`config.mk`:
```
export PLATFORM = sky130hd
export DESIGN_NAME = nvram_sd_sync
export DESIGN_NICKNAME = d
export VERILOG_FILES = /design/src/rtl/nvram_sd_sync.sv
export SDC_FILE = /design/constraint.sdc
export NUM_CORES = 1
export LEC_CHECK = 0
export CELL_PAD_IN_SITES_DETAIL_PLACEMENT = 1
export CELL_PAD_IN_SITES_GLOBAL_PLACEMENT = 1
export CORE_AREA = 3 3 96 98
export CTS_CLUSTER_SIZE = 28
export DETAILED_ROUTE_END_ITERATION = 16
export DIE_AREA = 0 0 99 101
export PLACE_DENSITY = 0.89
export SYNTH_ARGS = -nofsm -noshare
export SYNTH_HDL_FRONTEND = slang
export SYNTH_SLANG_ARGS = --single-unit
```
`constraint.sdc`:
```
create_clock -name clk_sys -period 7.54 [get_ports clk_sys]
set_input_delay 1.508 -clock clk_sys [delete_from_list [all_inputs] [get_ports clk_sys]]
set_output_delay 1.508 -clock clk_sys [all_outputs]
set_load 0.02 [all_outputs]
```
`src/rtl/nvram_sd_sync.sv`:
```
// nvram_sd_sync: backup-RAM save/load sequencer between the NVRAM
// buffer and the user_io SD sector interface.
module nvram_sd_sync #(
    parameter int SECT_BITS = 6,
    parameter int SLOT_BITS = 2,
    parameter int LBA_W     = 32,
    parameter int TIMEOUT_W = 24
) (
    input  logic                 clk_sys,
    input  logic                 reset,
    input  logic                 downloading,
    input  logic                 img_mounted,
    input  logic [31:0]          img_size,
    input  logic                 bk_load,
    input  logic                 bk_save,
    input  logic [SLOT_BITS-1:0] slot,
    input  logic                 nvram_we,
    input  logic                 sd_ack,
    output logic [LBA_W-1:0]     sd_lba,
    output logic                 sd_rd,
    output logic                 sd_wr,
    output logic                 bk_ena,
    output logic                 busy,
    output logic                 loading,
    output logic                 dirty,
    output logic                 done,
    output logic                 error
);

    typedef enum logic [1:0] {
        IDLE,
        REQ,
        XFER
    } state_t;

    state_t                 state, state_nxt;
    logic [SECT_BITS-1:0]   sector, sector_nxt, sector_inc;
    logic [SLOT_BITS-1:0]   slot_q, slot_nxt;
    logic [TIMEOUT_W-1:0]   cnt, cnt_nxt, cnt_inc;
    logic                   rd_nxt, wr_nxt, loading_nxt, busy_nxt;
    logic                   done_nxt, error_nxt, dirty_nxt;
    logic                   dirty_sv, dirty_sv_nxt;

    logic dl_q;
    logic ld_lvl, sv_lvl;
    logic ld_q, sv_q;
    logic ld_arm, sv_arm;
    logic ld_edge, sv_edge;
    logic ack_q, ack_rise, ack_fall;

    assign ld_lvl     = bk_load & bk_ena;
    assign sv_lvl     = bk_save & bk_ena;
    assign ack_rise   = sd_ack & ~ack_q;
    assign ack_fall   = ~sd_ack & ack_q;
    assign cnt_inc    = cnt + 1'b1;
    assign sector_inc = sector + 1'b1;
    assign sd_lba     = LBA_W'({slot_q, sector});

    // Save-file availability follows download start and image mounts.
    always_ff @(posedge clk_sys or posedge reset) begin
        if (reset) begin
            dl_q   <= 1'b0;
            bk_ena <= 1'b0;
        end else begin
            dl_q <= downloading;
            if (downloading & ~dl_q)
                bk_ena <= 1'b0;
            if (downloading & img_mounted & (img_size != 32'd0))
                bk_ena <= 1'b1;
            if (img_mounted & (img_size == 32'd0))
                bk_ena <= 1'b0;
        end
    end

    // Registered request edges; a request held high across reset
    // must be released once before it can act again.
    always_ff @(posedge clk_sys or posedge reset) begin
        if (reset) begin
            ld_q    <= 1'b0;
            sv_q    <= 1'b0;
            ld_arm  <= 1'b0;
            sv_arm  <= 1'b0;
            ld_edge <= 1'b0;
            sv_edge <= 1'b0;
            ack_q   <= 1'b0;
        end else begin
            ld_arm  <= ld_arm | ~bk_load;
            sv_arm  <= sv_arm | ~bk_save;
            ld_q    <= ld_lvl;
            sv_q    <= sv_lvl;
            ld_edge <= ld_lvl & ~ld_q & ld_arm;
            sv_edge <= sv_lvl & ~sv_q & sv_arm;
            ack_q   <= sd_ack;
        end
    end

    // Sequencer state and registered outputs.
    always_ff @(posedge clk_sys or posedge reset) begin
        if (reset) begin
            state    <= IDLE;
            sector   <= '0;
            slot_q   <= '0;
            cnt      <= '0;
            sd_rd    <= 1'b0;
            sd_wr    <= 1'b0;
            loading  <= 1'b0;
            busy     <= 1'b0;
            done     <= 1'b0;
            error    <= 1'b0;
            dirty    <= 1'b0;
            dirty_sv <= 1'b0;
        end else begin
            state    <= state_nxt;
            sector   <= sector_nxt;
            slot_q   <= slot_nxt;
            cnt      <= cnt_nxt;
            sd_rd    <= rd_nxt;
            sd_wr    <= wr_nxt;
            loading  <= loading_nxt;
            busy     <= busy_nxt;
            done     <= done_nxt;
            error    <= error_nxt;
            dirty    <= dirty_nxt;
            dirty_sv <= dirty_sv_nxt;
        end
    end

    // Next-state: request, ack wait with timeout, sector advance.
    always_comb begin
        state_nxt    = state;
        sector_nxt   = sector;
        slot_nxt     = slot_q;
        cnt_nxt      = cnt;
        rd_nxt       = sd_rd;
        wr_nxt       = sd_wr;
        loading_nxt  = loading;
        busy_nxt     = busy;
        done_nxt     = 1'b0;
        error_nxt    = 1'b0;
        dirty_nxt    = dirty | nvram_we;
        dirty_sv_nxt = dirty_sv | (busy & nvram_we);
        unique case (state)
            IDLE: begin
                if (ld_edge | sv_edge) begin
                    state_nxt    = REQ;
                    slot_nxt     = slot;
                    sector_nxt   = '0;
                    cnt_nxt      = '0;
                    loading_nxt  = ld_edge;
                    busy_nxt     = 1'b1;
                    rd_nxt       = ld_edge;
                    wr_nxt       = ~ld_edge;
                    dirty_sv_nxt = 1'b0;
                end
            end
            REQ: begin
                if (ack_rise) begin
                    rd_nxt    = 1'b0;
                    wr_nxt    = 1'b0;
                    state_nxt = XFER;
                end else if (&cnt_inc) begin
                    rd_nxt      = 1'b0;
                    wr_nxt      = 1'b0;
                    error_nxt   = 1'b1;
                    busy_nxt    = 1'b0;
                    loading_nxt = 1'b0;
                    state_nxt   = IDLE;
                end else begin
                    cnt_nxt = cnt_inc;
                end
            end
            XFER: begin
                if (ack_fall) begin
                    if (&sector) begin
                        done_nxt    = 1'b1;
                        busy_nxt    = 1'b0;
                        loading_nxt = 1'b0;
                        state_nxt   = IDLE;
                        dirty_nxt   = nvram_we | (~loading & dirty_sv);
                    end else begin
                        sector_nxt = sector_inc;
                        rd_nxt     = loading;
                        wr_nxt     = ~loading;
                        cnt_nxt    = '0;
                        state_nxt  = REQ;
                    end
                end
            end
            default: state_nxt = IDLE;
        endcase
    end

endmodule

```
==> summary by stage, run 1 <==
STA
For the pin with the worst max-slew slack, the measured transition is between 700 and 800 ps. Between clock sinks in the finished design, the worst skew comes to 11.41 ps. The worst path in the final design needs a cycle of approximately 4500 ps, including I/O delays and setup. Setup repair after global routing left no endpoint under its margin. Setup violations remaining at the end of the flow were counted as 0. Of the available clock period, the critical path in the final layout requires 0.5933. Static timing analysis puts the maximum clock frequency at about 220 MHz. The final number of max-transition violations is 0. The final count of hold timing violations is 0. The worst slew margin relative to its limit is 0.4937. On the final layout, the worst hold slack is just under 500 ps. Adding up every negative setup slack in the final design gives 0 ps.

Floorplanning
From bottom edge to top edge, the die measures 101 µm. The core outline area is 8551 µm². In this run the core area contains 34 standard-cell rows.

82 I/O pins were placed. From left edge to right edge, the die measures just under 100 µm. The starting density of the core is 0.3957.

The die covers 9999 µm².

Pwr
Dividing total power by cell area gives a power density of ~260 nW/µm². The switching power of the nets is ~460 µW. VDD sags by at most 0.0001379 V. Internal power comes to about 600 µW. Of the total power, registers draw 0.334. The analysis attributes to cell leakage a power of 1.670 nW. The switching part of the total is 0.4352. The share of total power dissipated in the clock network is 0.197. Of the total power, combinational logic draws 0.469.

Global route
The number of global-route vias before repair is between 3000 and 4000. The first global-routing pass estimated approximately 16000 µm of wire. The number of antenna violations at the first check in global routing came to 0. The global-route usage over all layers is 0.2034. Entering global routing, the biggest net connects 52 pins. The total congestion overflow is 0.

Clocking
Counting along the longest clock path gives a buffer depth of 2. In this run the clock root is driven by a clkbuf_8. Clock tree synthesis inserted a total of 5 buffers. For the worst-skew pair, the clock arrives at the later sink with an insertion delay of about 320 ps. The number of clock sinks is 51. The count of hold-fix buffers inserted at cts is 0. Post-CTS repair changed the size of 0 cells. The H-tree depth is 2. Buffers added to address setup during post-CTS repair amount to 0. TritonCTS built the clock tree.

After clock tree synthesis, the clock-pin slew on the worst setup and hold paths is ~100 ps.

Worst setup path
For the worst setup path, the data required time is 7780 ps. Among cell families on the critical path, the largest total delay comes from simple AND/OR/NAND/NOR gates. STA classifies the critical path startpoint as a primary input.

Data arrives at the worst endpoint at 4710 ps. The endpoint identified for the worst register-to-register timing path is sd_rd$_DFFE_PP0P_. The worst register-to-register path has a depth of 8. The critical path capture point type is a register. The slowest stage of the critical path belongs to the cell a21oi_2.

The start-to-end type of the worst setup path is primary input to register. The combined buffer and inverter count along the critical path is 1. By instance count, the cell type seen most on the critical path is or3_1.

The register-to-register setup slack is 4000 ps. The worst stage delay on the critical path is ~610 ps. The start of the worst register-to-register path is cnt[1]$_DFFE_PP0P_.

Traced cell by cell, the critical path runs through clkdlybuf4s50_1, nand2b_1, a22o_1, or3_1, a21oi_2, nand2_1, or3_1, o21ai_0. Of all nets on the critical path, the largest fanout is 17.

Placement
The cell count after placement is about 520. The congestion estimate from routability-driven global placement came to between 0.8 and 0.9. Summing all placed instances gives a cell area of 3921 µm². Summed over all nets, the half-perimeter wirelength after detailed placement is around 7400 µm. Port buffering added 57 buffers.

Yosys
Counting flops with a built-in enable in the synthesized netlist gives 0. The share of the Yosys chip area taken by registers is 0.3772. The simple logic cell fraction of the synthesized area is 0.2755.

The total of flip-flops plus latches after synthesis is between 50 and 60. In the synthesized netlist, the number of instances is ~370. In the synthesized netlist the dominant register cell turns out to be dfrtp_1. The fraction of synthesized cell area in xor and xnor cells is 0.01812.

The dominant combinational cell family by area after synthesis is simple AND/OR/NAND/NOR gates. The mapped cell area is around 3400 µm². The multiplexer share of the synthesized area is 0.01960. The adder-cell area share of the yosys netlist is 0.02589.

In this run, distinct cell masters in the synthesized netlist total 73. Of all flip-flops after synthesis, the portion carrying an async set or reset was 1.000. A synthesized cell averages between 9 and 10 µm².

The post-synthesis compound-gate area fraction is 0.1919. The count of synthesis-stage warnings from yosys is 0.

Finish
The diode insertion count for antenna repair is 0. The fraction of layout cells with a size suffix above 1 is 0.07583. The finished layout holds 530 standard cells, fillers aside. In the layout the commonest cells are 57 x clkdlybuf4s50_1, 51 x dfrtp_1, 38 x nand2_1, 26 x nor2_1, 24 x conb_1. The post-route standard cell area excluding fillers is 4039 µm². The core occupancy in the finished layout is 0.4723. The area overhead of the layout relative to synthesis is 19.38%. The number of fillers in the final layout is a little over 1000.

The number of nets at the end of the flow is 470. Leaving out fill and tap cells, the most frequent cell in the layout is clkdlybuf4s50_1.

Routing
After the first detailed-routing iteration, the DRC count stood at approximately 100. For this block, the via count after detailed routing is roughly 3100. The length of the first detailed-routing pass in iterations is 4.

The final routed wirelength across all metal layers is around 10000 µm. Using the TritonRoute via totals, the vias-per-cell ratio works out to 5.862. After detailed routing, the average wire length per cell comes to approximately 19 µm.

In the routed design, unresolved DRC markers number 0. The detail route stage leaves a number of antenna-violating nets equal to 0.

Worst hold path
The startpoint identified for the worst hold timing path is ld_arm$_DFF_PP0_. The class of the tightest hold or removal check is register to register. The endpoint of the worst hold-timing path is ld_arm$_DFF_PP0_. The count of cells along the worst hold path is 1.

Run status
The run finished with clean final reports.

Flow run
Across the run, the number of max-cap violations was 0.
-- cells in the mapped netlist (all sizes together), types with 2 or more instances --
master / instances / share of area
dfrtp: 51 / 0.38
nand2: 38 / 0.042
buf: 33 / 0.070
nor2: 26 / 0.029
o21ai: 23 / 0.034
nand3: 18 / 0.030
o31ai: 14 / 0.031
a21oi: 13 / 0.023
inv: 12 / 0.013
nand4: 12 / 0.032
nor3: 10 / 0.016
nor4: 10 / 0.027
nand2b: 9 / 0.017
clkbuf: 7 / 0.0078
ha: 7 / 0.026
and2: 6 / 0.011
and3: 5 / 0.0092
and4: 5 / 0.014
mux2: 5 / 0.017
xnor2: 5 / 0.013
a21o: 4 / 0.0089
nor2b: 4 / 0.0074
or3: 4 / 0.0089
a2111oi: 3 / 0.013
and3b: 3 / 0.0078
o21a: 3 / 0.0067
or4: 3 / 0.0067
a22o: 2 / 0.0052
a2bb2oi: 2 / 0.0052
a311oi: 2 / 0.0052
a31oi: 2 / 0.0037
a41oi: 2 / 0.0052
o22ai: 2 / 0.0055
xor2: 2 / 0.0052
-- power by group through the flow --
stage	registers, mW	clock network [mW]	logic (mW)
3_3_place_gp	0.352	0	0.466
4_1_cts	0.350	0.211	0.493
2_1_floorplan	0.362	0	0.327
3_5_place_dp	0.355	0	0.488
5_1_grt	0.357	0.222	0.542
6_report	0.351	0.207	0.492
-- worst max path at each step --
| stage | startpoint | endpoint | slack [ps] | depth (start not counted) |
|---|---|---|---|---|
| final | sd_ack | cnt[22]$_DFFE_PP0P_ | 3070 | 8 |
| after global routing | sd_ack | cnt[22]$_DFFE_PP0P_ | 2850 | 8 |
| after CTS | sd_ack | cnt[22]$_DFFE_PP0P_ | 3130 | 8 |
| after detailed placement | sd_ack | cnt[22]$_DFFE_PP0P_ | 2840 | 8 |
| after global placement | sd_ack | cnt[22]$_DFFE_PP0P_ | 2940 | 8 |
| after floorplan | sd_ack | cnt[11]$_DFFE_PP0P_ | 4290 | 7 |
-- flip-flops by register name (all words and copies together) (netlist names) --
name / cells
cnt: 24
sector: 6
slot_q: 2
state: 2
ack_q: 1
bk_ena: 1
busy: 1
dirty: 1
dirty_sv: 1
dl_q: 1
done: 1
error: 1
ld_arm: 1
ld_edge: 1
ld_q: 1
loading: 1
sd_rd: 1
sd_wr: 1
sv_arm: 1
sv_edge: 1
sv_q: 1
-- through the flow --
step | power (mW) | setup WS [ps]
after floorplan | 0.6893 | 4291
after CTS | 1.054 | 3128
after global placement | 0.8183 | 2944
after global routing | 1.120 | 2851
final | 1.051 | 3067
after detailed placement | 0.8430 | 2836
-- worst register-to-register path: stages (launching register included) --
cell	delay [ps]
dfrtp_1	590
ha_1	390
nand3_2	220
nor4_1	640
a32oi_1	210
o22ai_2	290
nand4_2	380
a21oi_2	350
mux2_1	360
-- cell type report --
type                       instances  area [µm²]  area share
sequential                        51        1276      0.3160
tap                              108       135.1     0.03346
clock inverter                     2       35.03    0.008674
timing repair buffer              58       578.1      0.1431
multi-input combinational        293        1887      0.4672
inverter                          12       45.04     0.01115
clock buffer                       6       82.58     0.02045
-- logic make-up (layout without fill, tap and decap cells) --
logic type | after synthesis | count (layout)
AO/OA/AOI/OAI | 89 | 89
XOR/XNOR | 7 | 7
adder cells (fa/ha/maj) | 7 | 7
buffers and inverters | 52 | 78
flip-flops | 51 | 51
multiplexers | 6 | 6
other | 1 | 24
AND/OR/NAND/NOR | 160 | 160
-- routing by layer --
metal / up-vias / wire, µm / track usage
li1: 1419 / - / -
met1: 1564 / 4120 / 0.2547
met2: 115 / 5001 / 0.3595
met3: 9 / 734 / 0.04567
met4: 0 / 102 / 0.04202
met5: - / 0 / 0
No activity file was read; power rests on OpenSTA's default activity.
==> run 2, diff against run 1 <==
CORE_AREA = 3 3 100 102   (was 3 3 96 98)
DIE_AREA = 0 0 103 105   (was 0 0 99 101)
PLACE_DENSITY = 0.84   (was 0.89)
clock period = 4.5 ns   (was 7.54 ns; I/O delays follow)
==> run 2 against run 1 <==
  * First-iteration DRC count is 4.0% higher
  * Worst setup slack worse by 2000 ps
  * Clock power is 35% higher
  * Non-clock buffer count stayed put
  * Clock skew shrank 3.6 ps
  * Critical path depth stayed put
  * Highest routed layer unchanged
  * Sequential power up 66%
  * Sequential share of layout area is 0.20 points higher
  * Wire length decreased by 3.3%
  * Utilization decreased by 3.6 points
  * Combinational power rose by 70%
==> summary by stage, run 2 (synthesized netlist as in run 1, its figures left out) <==
Pwr
The switching power of the nets is 766.0 µW (+68%). The combinational power share is 0.492 (+0.023). The power share of the clock group was 0.165 (-0.032).

The switching part of the total is 0.4504 (+0.01517). The leakage dissipation is 1.651 nW (-1.2%). The cell-internal power came to 934.8 µW (+58%). The portion of total power attributed to sequential cells is 0.343 (+0.009). The power per standard cell area is 423.7 nW/µm² (+63%). The total chip power came to 1.701 mW (+62%). The highest ir drop seen on vdd came to 0.0002371 V (+72%).

Floorplanning
The starting density of the core is 0.3679 (-0.02778). The die width is 103 µm (+4.0%). The number of rows in the core area is 35 (+2.9%). The total I/O pin count is 82 (unchanged). The core outline area came to 9196 µm² (+7.6%). The area of the die came to 10820 µm² (+8.2%).

The overall die height is 105 µm (+4.0%).

Clocking
The number of buffers created by CTS is 5 (unchanged). The H-tree depth is 2 (unchanged). The post-CTS setup buffer count is 0 (unchanged).

The post-cts repair resize count is 0 (unchanged). The number of buffers on the longest clock path came to 2 (unchanged). The clock transition at the registers of the reported paths is 100 ps (about the same).

The number of clock sinks is 51 (unchanged). The clock insertion delay at the later pin of the skew report is 320 ps (about the same). The clock tree from TritonCTS is done.

The clock tree root driver cell is clkbuf_8. The count of hold-fix buffers inserted at cts was 0 (unchanged).

Worst setup path
The critical path ends at cnt[3]$_DFFE_PP0P_. The critical path goes through clkdlybuf4s50_1, nand2b_1, a22o_1, or3_1, a21oi_2, buf_4, nand2_1, o311ai_0. The register-to-register setup slack is 1200 ps (-2800 ps). The endpoint of the worst-slack reg-to-reg timing path is sd_rd$_DFFE_PP0P_. The start of the worst register-to-register path is cnt[0]$_DFFE_PP0P_. The worst reg-to-reg path cell count came to 8 (unchanged). The data arrival at the endpoint of the critical path is 3660 ps (-1050 ps).

The standard cell with the maximum stage delay on the critical path is o311ai_0. The worst setup path is captured at a register. The critical path is of the primary input to register type. The worst stage delay on the critical path came to 540 ps (-70 ps).

The maximum fanout along the worst path was 17 (unchanged). The start point of the critical path is sd_ack. STA classifies the critical path startpoint as a primary input. The required time of the critical path is 4690 ps (-3090 ps).

Global route
The maximum number of pins on one net before global-route repair came to 52 (unchanged). The number of antenna violations at the first check in global routing is 0 (unchanged). The total congestion overflow is 0 (unchanged). The global-route usage over all layers is 0.1847 (-0.01872).

The wire length of the first global-routing pass is 16030 µm (-2.3%). The number of global-route vias before repair is 3209 (-2.9%).

STA
Static timing analysis puts the maximum clock frequency at 289.0 MHz. The final number of max-transition violations was 0 (unchanged). The post-route worst setup slack is 1040 ps (-2027 ps).

The transition at the pin with the smallest max-transition slack is 1078 ps (+318.5 ps). Setup repair after global routing left no endpoint under its margin. The worst path needs around 3500 ps of the cycle, external delays included. The number of failing setup endpoints in the final timing report was 0 (unchanged). In the finished design, the share of the clock period the worst path needs comes to 0.7690. The final count of hold timing violations was 0 (unchanged). The summed negative setup slack over all endpoints is 0 ps (unchanged).

The worst slew margin relative to its limit is 0.2803 (-0.2134). The final worst clock skew is 7.813 ps (-3.602 ps).

Finish
The number of fillers in the final layout is 1119 (+11%). More flip-flops sit in one register than any other, and that register is cnt. The diode insertion count for antenna repair is 0 (unchanged). The most common cell after layout, fill and taps aside is clkdlybuf4s50_1. The number of nets at the end of the flow is 470 (unchanged). The fraction of layout cells with a size suffix above 1 is 0.07346 (-0.002370). The largest registers in the layout are cnt (24), sector (6). In the layout the commonest cells are 57 x clkdlybuf4s50_1, 51 x dfrtp_1, 38 x nand2_1, 26 x nor2_1, 24 x conb_1. The total area of multi-input combinational cells is 1887 µm² (unchanged). The area overhead of the layout relative to synthesis is 18.64%.

The number of flip-flops under the largest register name is 24 (unchanged). The area occupied by registers is 1276 µm² (unchanged).

Flow run
The count of maximum capacitance violations is 0 (unchanged).

Routing
The final routed wirelength across all metal layers came to 9631 µm (-3.3%). The length of the first detailed-routing pass in iterations is 4 (unchanged). The detailed-route vias per instance is 5.687 (-3.0%). The number of violations reported at the end of detailed-routing iteration 0 came to 105 (+4.0%). The remaining number of nets flagged by the antenna check after routing is 0 (unchanged). The post-detailed-route DRC marker count came to 0 (unchanged).

The final routed wire length divided by cell count is 18.07 µm (-3.8%). The routed via count was 3031 (-2.4%).

Worst hold path
The count of cells along the worst hold path is 1 (unchanged). In this run the worst hold path is classified as register to register.

Run status
The run finished with clean final reports.

Placement
The count of input and output buffers came to 57 (unchanged). The worst slack at placement is 674.4 ps (-2161 ps). The HPWL reported at the end of detailed placement is 7199 µm (-2.8%). The global placement routability congestion is 0.8735 (-1.4%).
[run 2: area by class of cell]
type | instances | area share
multi-input combinational | 293 | 0.4701
clock inverter | 2 | 0.004052
sequential | 51 | 0.3180
timing repair buffer | 58 | 0.1440
inverter | 12 | 0.01122
clock buffer | 6 | 0.01808
tap | 111 | 0.03460
[run 2: how the worst min path moves through the flow]
stage / slack (ps) / start / end
after floorplan: 430 / ld_arm$_DFF_PP0_ / ld_arm$_DFF_PP0_
after global placement: 440 / ld_arm$_DFF_PP0_ / ld_arm$_DFF_PP0_
final: 480 / sv_arm$_DFF_PP0_ / sv_arm$_DFF_PP0_
after detailed placement: 460 / sv_arm$_DFF_PP0_ / sv_arm$_DFF_PP0_
after CTS: 480 / sv_arm$_DFF_PP0_ / sv_arm$_DFF_PP0_
after global routing: 510 / sv_arm$_DFF_PP0_ / sv_arm$_DFF_PP0_
[run 2: layer usage]
layer  vias up  wire length, µm  share of wire  global-route usage
li1       1412                -              -                   -
met1      1497             4039           0.42              0.2326
met2       104             4866           0.51              0.3148
met3        18              587          0.061             0.05007
met4         0              137          0.014             0.03515
met5         -                0              0                   0
[run 2: metrics by stage]
step	std cells	instance area (µm²)	hold slack [ps]	util
2_1_floorplan	396	3470	426.6	-
3_3_place_gp	525	3925	443.6	0.4268
5_1_grt	533	4014	508.8	0.4365
4_1_cts	533	4014	480.8	0.4365
6_report	533	4014	476.6	0.4365
3_5_place_dp	525	3925	456.7	0.4268
[run 2: worst max-delay path: cells and delay by family]
family,cells,cell delay (ps)
AO/OA/AOI/OAI,3,960
buffers and inverters,2,710
AND/OR/NAND/NOR,3,1090
[run 2: power groups by stage]
| stage | Sequential [mW] | Combinational [mW] | Clock [mW] |
|---|---|---|---|
| floorplan | 0.607 | 0.548 | 0 |
| global placement | 0.588 | 0.804 | 0 |
| detailed placement | 0.594 | 0.837 | 0 |
| CTS | 0.585 | 0.838 | 0.288 |
| global route | 0.595 | 0.926 | 0.311 |
| finish | 0.584 | 0.836 | 0.280 |
